`src/rtl/muldiv_sequencer_pkg.sv`:
```
`default_nettype none
// ============================================================================
// Module   : muldiv_sequencer_pkg
// Purpose  : Shared encodings for the iterative multiply/divide sequencer.
//            - MD_MULT / MD_MULTU / MD_DIV / MD_DIVU : 2-bit op codes
//            - MD_IDLE / MD_RUN / MD_FIXUP / MD_DONE : 2-bit state codes
//            - MD_ITER : number of shift-add / restoring-divide iterations
// Revision : 1.0 - initial release
// ============================================================================
package muldiv_sequencer_pkg;

    localparam logic [1:0] MD_MULT  = 2'b00;
    localparam logic [1:0] MD_MULTU = 2'b01;
    localparam logic [1:0] MD_DIV   = 2'b10;
    localparam logic [1:0] MD_DIVU  = 2'b11;

    localparam logic [1:0] MD_IDLE  = 2'b00;
    localparam logic [1:0] MD_RUN   = 2'b01;
    localparam logic [1:0] MD_FIXUP = 2'b10;
    localparam logic [1:0] MD_DONE  = 2'b11;

    localparam int MD_ITER = 32;

    typedef enum logic [1:0] {
        ST_IDLE  = MD_IDLE,
        ST_RUN   = MD_RUN,
        ST_FIXUP = MD_FIXUP,
        ST_DONE  = MD_DONE
    } md_state_e;

endpackage : muldiv_sequencer_pkg
`default_nettype wire

```
`src/rtl/muldiv_step.sv`:
```
`default_nettype none
// ============================================================================
// Module   : muldiv_step
// Purpose  : One combinational iteration of the multiply/divide datapath.
//   Multiply mode: accumulator = {prod_hi, prod_lo}; if prod_lo LSB is set,
//     add the multiplicand into prod_hi (carry kept), then shift the whole
//     (2*WIDTH+1)-bit value right by one.
//   Divide mode: accumulator = {rem, quot}; shift left by one, trial-subtract
//     the divisor from the (WIDTH+1)-bit shifted remainder, keep the
//     difference and set the quotient LSB when it does not go negative.
// Ports:
//   acc_i      [2*WIDTH-1:0]  current accumulator
//   operand_i  [WIDTH-1:0]    multiplicand or divisor
//   div_mode_i                1 = divide iteration, 0 = multiply iteration
//   acc_o      [2*WIDTH-1:0]  next accumulator
// Revision : 1.0 - initial release
// ============================================================================
module muldiv_step #(
    parameter int WIDTH = 32
) (
    input  logic [2*WIDTH-1:0] acc_i,
    input  logic [WIDTH-1:0]   operand_i,
    input  logic               div_mode_i,
    output logic [2*WIDTH-1:0] acc_o
);

    logic [WIDTH:0]     w_mul_sum;
    logic [2*WIDTH:0]   w_mul_acc;
    logic [WIDTH:0]     w_rem_sh;
    logic               w_rem_ge;
    logic [WIDTH-1:0]   w_rem_diff;

    always_comb begin
        // Multiply: the upper half never carries a bit above 2*WIDTH-1 between
        // iterations, so the add is widened by one bit only here.
        w_mul_sum = {1'b0, acc_i[2*WIDTH-1:WIDTH]} + {1'b0, operand_i};
        w_mul_acc = acc_i[0] ? {w_mul_sum, acc_i[WIDTH-1:0]} : {1'b0, acc_i};

        // Divide: the shifted remainder is WIDTH+1 bits wide; when it is not
        // below the divisor the true difference fits in WIDTH bits, so the
        // truncated subtraction is exact.
        w_rem_sh   = acc_i[2*WIDTH-1:WIDTH-1];
        w_rem_ge   = (w_rem_sh >= {1'b0, operand_i});
        w_rem_diff = w_rem_sh[WIDTH-1:0] - operand_i;

        if (div_mode_i) begin
            if (w_rem_ge) begin
                acc_o = {w_rem_diff, acc_i[WIDTH-2:0], 1'b1};
            end else begin
                acc_o = {w_rem_sh[WIDTH-1:0], acc_i[WIDTH-2:0], 1'b0};
            end
        end else begin
            acc_o = w_mul_acc[2*WIDTH:1];
        end
    end

endmodule : muldiv_step
`default_nettype wire

```
`src/rtl/muldiv_sequencer.sv`:
```
`default_nettype none
// ============================================================================
// Module   : muldiv_sequencer
// Purpose  : Iterative MULT/MULTU/DIV/DIVU controller producing the {hi,lo}
//            result for the LO/HI register pair. WIDTH iterations of the
//            muldiv_step datapath followed by one sign-fixup cycle; fixed
//            start-to-done latency of WIDTH+2 cycles.
// Ports:
//   CLK, RST_N          clock, asynchronous active-low reset
//   start               request, sampled only in IDLE or DONE
//   op [1:0]            00 MULT, 01 MULTU, 10 DIV, 11 DIVU
//   src_a, src_b        multiplicand/dividend, multiplier/divisor
//   flush               abort an in-flight operation (wins over start)
//   busy                RUN or FIXUP
//   done                one-cycle pulse in DONE, result valid
//   loHi_out            {hi, lo}, held until the next completion
//   div_by_zero         set with done for a divide by zero, cleared on accept
// Revision : 1.0 - initial release
// ============================================================================
module muldiv_sequencer
    import muldiv_sequencer_pkg::*;
#(
    parameter int WIDTH = MD_ITER
) (
    input  logic               CLK,
    input  logic               RST_N,
    input  logic               start,
    input  logic [1:0]         op,
    input  logic [WIDTH-1:0]   src_a,
    input  logic [WIDTH-1:0]   src_b,
    input  logic               flush,
    output logic               busy,
    output logic               done,
    output logic [2*WIDTH-1:0] loHi_out,
    output logic               div_by_zero
);

    localparam int              CNT_W  = $clog2(WIDTH);
    localparam logic [CNT_W-1:0] c_last = CNT_W'(WIDTH - 1);

    md_state_e          r_state_q;
    logic               r_is_div_q;
    logic               r_is_signed_q;
    logic               r_res_neg_q;
    logic               r_rem_neg_q;
    logic               r_dbz_pend_q;
    logic [WIDTH-1:0]   r_operand_q;
    logic [2*WIDTH-1:0] r_acc_q;
    logic [CNT_W-1:0]   r_cnt_q;
    logic [2*WIDTH-1:0] r_lohi_q;
    logic               r_dbz_q;

    logic               w_accept;
    logic               w_is_div;
    logic               w_is_signed;
    logic               w_a_neg;
    logic               w_b_neg;
    logic [WIDTH-1:0]   w_a_mag;
    logic [WIDTH-1:0]   w_b_mag;
    logic [2*WIDTH-1:0] w_acc_d;
    logic [2*WIDTH-1:0] w_prod_fix;
    logic [WIDTH-1:0]   w_quot_fix;
    logic [WIDTH-1:0]   w_rem_fix;
    logic [2*WIDTH-1:0] w_result;

    // ------------------------------------------------------------------
    // Accept-time operand conditioning
    // ------------------------------------------------------------------
    always_comb begin
        w_accept    = ((r_state_q == ST_IDLE) || (r_state_q == ST_DONE)) && start && !flush;
        w_is_div    = (op == MD_DIV) || (op == MD_DIVU);
        w_is_signed = !((op == MD_MULTU) || (op == MD_DIVU));
        w_a_neg     = w_is_signed && src_a[WIDTH-1];
        w_b_neg     = w_is_signed && src_b[WIDTH-1];
        // The most negative value maps onto itself, which is the correct
        // unsigned magnitude 2^(WIDTH-1).
        w_a_mag     = w_a_neg ? -src_a : src_a;
        w_b_mag     = w_b_neg ? -src_b : src_b;
    end

    muldiv_step #(
        .WIDTH      (WIDTH)
    ) u_step (
        .acc_i      (r_acc_q),
        .operand_i  (r_operand_q),
        .div_mode_i (r_is_div_q),
        .acc_o      (w_acc_d)
    );

    // ------------------------------------------------------------------
    // Sign fixup. A divide by zero leaves quot = all ones and rem = |a|;
    // only the remainder is re-signed so hi returns the original dividend.
    // ------------------------------------------------------------------
    always_comb begin
        w_prod_fix = (r_is_signed_q && r_res_neg_q) ? -r_acc_q : r_acc_q;
        w_quot_fix = (r_is_signed_q && r_res_neg_q && !r_dbz_pend_q)
                   ? -r_acc_q[WIDTH-1:0] : r_acc_q[WIDTH-1:0];
        w_rem_fix  = (r_is_signed_q && r_rem_neg_q)
                   ? -r_acc_q[2*WIDTH-1:WIDTH] : r_acc_q[2*WIDTH-1:WIDTH];
        w_result   = r_is_div_q ? {w_rem_fix, w_quot_fix} : w_prod_fix;
    end

    // ------------------------------------------------------------------
    // Sequencer FSM and datapath registers
    // ------------------------------------------------------------------
    always_ff @(posedge CLK or negedge RST_N) begin
        if (!RST_N) begin
            r_state_q     <= ST_IDLE;
            r_is_div_q    <= 1'b0;
            r_is_signed_q <= 1'b0;
            r_res_neg_q   <= 1'b0;
            r_rem_neg_q   <= 1'b0;
            r_dbz_pend_q  <= 1'b0;
            r_operand_q   <= '0;
            r_acc_q       <= '0;
            r_cnt_q       <= '0;
            r_lohi_q      <= '0;
            r_dbz_q       <= 1'b0;
        end else begin
            case (r_state_q)
                ST_IDLE, ST_DONE: begin
                    if (w_accept) begin
                        r_state_q     <= ST_RUN;
                        r_is_div_q    <= w_is_div;
                        r_is_signed_q <= w_is_signed;
                        r_res_neg_q   <= w_a_neg ^ w_b_neg;
                        r_rem_neg_q   <= w_a_neg;
                        r_dbz_pend_q  <= w_is_div && (src_b == '0);
                        // Multiply: multiplier in the low half, multiplicand
                        // as operand. Divide: dividend low, divisor operand.
                        r_operand_q   <= w_is_div ? w_b_mag : w_a_mag;
                        r_acc_q       <= {{WIDTH{1'b0}}, (w_is_div ? w_a_mag : w_b_mag)};
                        r_cnt_q       <= '0;
                        r_dbz_q       <= 1'b0;
                    end else begin
                        r_state_q     <= ST_IDLE;
                    end
                end
                ST_RUN: begin
                    if (flush) begin
                        r_state_q <= ST_IDLE;
                    end else begin
                        r_acc_q <= w_acc_d;
                        r_cnt_q <= r_cnt_q + 1'b1;
                        if (r_cnt_q == c_last) begin
                            r_state_q <= ST_FIXUP;
                        end
                    end
                end
                ST_FIXUP: begin
                    if (flush) begin
                        r_state_q <= ST_IDLE;
                    end else begin
                        r_lohi_q  <= w_result;
                        r_dbz_q   <= r_dbz_pend_q;
                        r_state_q <= ST_DONE;
                    end
                end
                default: begin
                    r_state_q <= ST_IDLE;
                end
            endcase
        end
    end

    assign busy        = (r_state_q == ST_RUN) || (r_state_q == ST_FIXUP);
    assign done        = (r_state_q == ST_DONE);
    assign loHi_out    = r_lohi_q;
    assign div_by_zero = r_dbz_q;

endmodule : muldiv_sequencer
`default_nettype wire

```
`config.mk`:
```
export PLATFORM = sky130hd
export DESIGN_NAME = muldiv_sequencer
export DESIGN_NICKNAME = d
export VERILOG_FILES = /design/src/rtl/muldiv_sequencer_pkg.sv /design/src/rtl/muldiv_step.sv /design/src/rtl/muldiv_sequencer.sv
export SDC_FILE = /design/constraint.sdc
export NUM_CORES = 1
export LEC_CHECK = 0
export ABC_AREA = 1
export CORE_MARGIN = 3
export CORE_UTILIZATION = 50
export DETAILED_ROUTE_END_ITERATION = 8
export MAX_ROUTING_LAYER = met4
export PLACE_DENSITY_LB_ADDON = 0.1
export SLEW_MARGIN = 25
export SYNTH_ARGS = -nofsm -noshare
export SYNTH_HDL_FRONTEND = slang
export SYNTH_HIERARCHICAL = 1
export SYNTH_SLANG_ARGS = --single-unit
```
`constraint.sdc`:
```
create_clock -name CLK -period 2.8 [get_ports CLK]
set_input_delay 0.42 -clock CLK [delete_from_list [all_inputs] [get_ports CLK]]
set_output_delay 0.42 -clock CLK [all_outputs]
set_load 0.03 [all_outputs]
```
==> reports/metrics.yaml <==
outcome: "complete, no violations"
cts_num_sinks: 173
drv_cap: 0
fin_skew_ps: 18.3
fin_cells: 3814
p_switching_mw: 15.9
clock-root-buffer: "clkbuf_16"
synth_cell_types: 46
clkPwrFrac: 0.090
drt_iter0_markers: 2807
seqPwrFrac: 0.175
crit_end: "r_acc_q[63]$_DFFE_PN0P_"
setup_viol: 0
num_vias: 22374
numCtsBuffers: 17
grt_pass1_vias: 20997
io_pins: 137
ys_warn_count: 6
syn_avg_cell_area_um2: 5.81
h-tree-depth: 4
synthTopCellsByArea: "dfrtp_1 (24%), nand2_1 (22%), nand3_1 (10%)"
nNetsFinal: 3485
yosys.area.top_type: "dfrtp_1"
report.final.slew_viol_count: 0
synth_seq_cells: 173
synth.most_common_cell: "nand2_1"
dp_cells: 3780
netlist_area_um2: 18300
antenna_found_initial: 1
core_area_um2: 35800
leakagePower_nw: 11.6
crit_start: "r_acc_q[32]$_DFFE_PN0P_"
fin_crit_sh: 0.965
grt_max_degree: 73
grt_overflow: 0
endpoint_kind: "flop"
rr_worst_depth: 15
start_kind: "flop"
clk_latency_ps: 450
cts_tree: "done"
ff_latch_area_um2: 4340
drt_pre_antenna_iters: 9
synthCells: 3154
clk_pin_slew_ps: 70
n_fill_cell: 3505
grt_pass1_wl_um: 119000
ir_worst_vdd_mv: 0.842
finalHoldViolCount: 0
holdCritPathClass: "in -> async"
route.detailed.drc: 0
clockBufferDepth: 2
regToRegEndpoint: "r_acc_q[63]$_DFFE_PN0P_"
synthFlopType: "dfrtp_1"
synth_edf_count: 0
syn_nets: 3299
drive_gt1_frac: 0.0808
place_congestion: 1.17
die_h_um: 197
synth_top_cell_area_share: 0.236
slew_headroom: 0.347
p_int_mw: 11.8
start_util: 0.511
final.min_clock_period_ps: 2700
p_sw_frac: 0.574
area_growth_pct: 18.1
combPwrFrac: 0.735
fin_util: 0.604
required_ps: 3130
timing.rr.start: "r_acc_q[32]$_DFFE_PN0P_"
crit_type: "reg -> reg"
grtUsageTotal: 0.408
clock.fmax_mhz: 370
fp.dieArea_um2: 39000
hpwlAfterDp_um: 63100
wl_per_cell_um: 20.5
port_buffers: 136
synthArstFlopShare: 1.00
fp.dieW_um: 197
r2r_setup_slack_ps: 100
cp.arrival_ps: 3030
antenna_cells: 0
rows: 69
vias_per_cell: 5.87
multiInputGateArea_um2: 11800
tightestPinTransition_ps: 978
yosysSeqAreaShare: 0.236
powerDensity_nw_per_um2: 1280
crit_fanout: 4
ant_nets: 0
drt_wl_total_um: 78300
synthTopCellsByCount: "nand2_1 (1078), inv_1 (462), nand3_1 (384)"
hold_buffers: 0
sequential cells by signal, indices dropped and copies added, names as in the netlist:
signal / count
loHi_out: 64
r_acc_q: 64
r_operand_q: 32
r_cnt_q: 5
r_state_q: 2
div_by_zero: 1
r_dbz_pend_q: 1
r_is_div_q: 1
r_is_signed_q: 1
r_rem_neg_q: 1
r_res_neg_q: 1
per-layer routing:
metal / track usage / wire length [um]
met4: 0.248 / 5820
met1: 0.498 / 29400
met2: 0.624 / 34400
met5: - / 0
met3: 0.0802 / 8580
metrics by stage:
| step | power [mW] | setup TNS (ps) | setup WS, ps | area, um2 | hold slack (ps) |
|---|---|---|---|---|---|
| floorplan | 17.0 | 0 | 607 | 18300 | 124 |
| global placement | 23.8 | -218 | -180 | 20900 | 463 |
| detailed placement | 24.1 | -336 | -240 | 20900 | 465 |
| CTS | 26.6 | 0 | 127 | 21500 | 29.2 |
| global route | 29.6 | -9.81 | -5.77 | 21600 | 58.3 |
| finish | 27.7 | 0 | 97.4 | 21600 | 2.79 |
worst min path at each step:
stage                                  start                  endpoint  slack, ps
detailed placement  loHi_out[56]$_DFFE_PN0P_  loHi_out[56]$_DFFE_PN0P_        470
global placement    loHi_out[59]$_DFFE_PN0P_  loHi_out[59]$_DFFE_PN0P_        460
global route                           RST_N  loHi_out[56]$_DFFE_PN0P_         60
CTS                                    RST_N  loHi_out[48]$_DFFE_PN0P_         30
finish                                 RST_N  loHi_out[56]$_DFFE_PN0P_          3
floorplan                              RST_N   div_by_zero$_DFFE_PN0P_        120
cell families after synthesis:
logic type,Yosys count,synth area share
compound gates,369,0.109
flops,173,0.236
xor+xnor,75,0.0359
simple gates,1892,0.443
buf+inv,570,0.123
fa+ha+maj,75,0.0520
worst max-delay path: stages, from the launching register on:
cell and delay, ps:
dfrtp_1 450, ha_1 260, fa_1 410, nand2_1 70, nand2_1 80, and2_1 220, nand2_1 90, nand2_1 90
nand2_1 100, nand3_1 110, nand2_1 80, inv_1 40, o21ai_0 290, nand2_1 130, nand3_1 90, o21ai_0 80
power by group through the flow:
stage	sequential [mW]	combinational, mW	clock [mW]
floorplan	5.31	11.6	0
global placement	4.77	19.1	0
detailed placement	4.81	19.3	0
CTS	4.78	19.4	2.51
global route	4.93	22.0	2.60
finish	4.85	20.3	2.49
layout by cell type, fill, tap and decap left out, types with 21 or more instances in the layout:
cell type	instances
a21oi_1	129
nand2_2	25
inv_1	461
nand3_1	383
nand4_1	49
ha_1	65
dfrtp_1	167
xor2_1	54
o21ai_0	166
nor2_1	259
buf_4	118
o211ai_1	25
xnor2_1	21
clkdlybuf4s50_1	135
nand2_1	1074
layout make-up:
| type | instances | area share |
|---|---|---|
| Multi-Input combinational cell | 2411 | 0.548 |
| Inverter | 469 | 0.0815 |
| Clock inverter | 13 | 0.00659 |
| Tap cell | 461 | 0.0267 |
| Sequential cell | 173 | 0.200 |
| Timing Repair Buffer | 268 | 0.117 |
| Clock buffer | 19 | 0.0205 |
timing repair:
action / 4_1_cts / 5_1_grt
endpoints found under the setup margin: 0 / 30
buffers inserted: 0 / 2
resized for setup: 0 / 30
(Power assumes the default switching activity.)
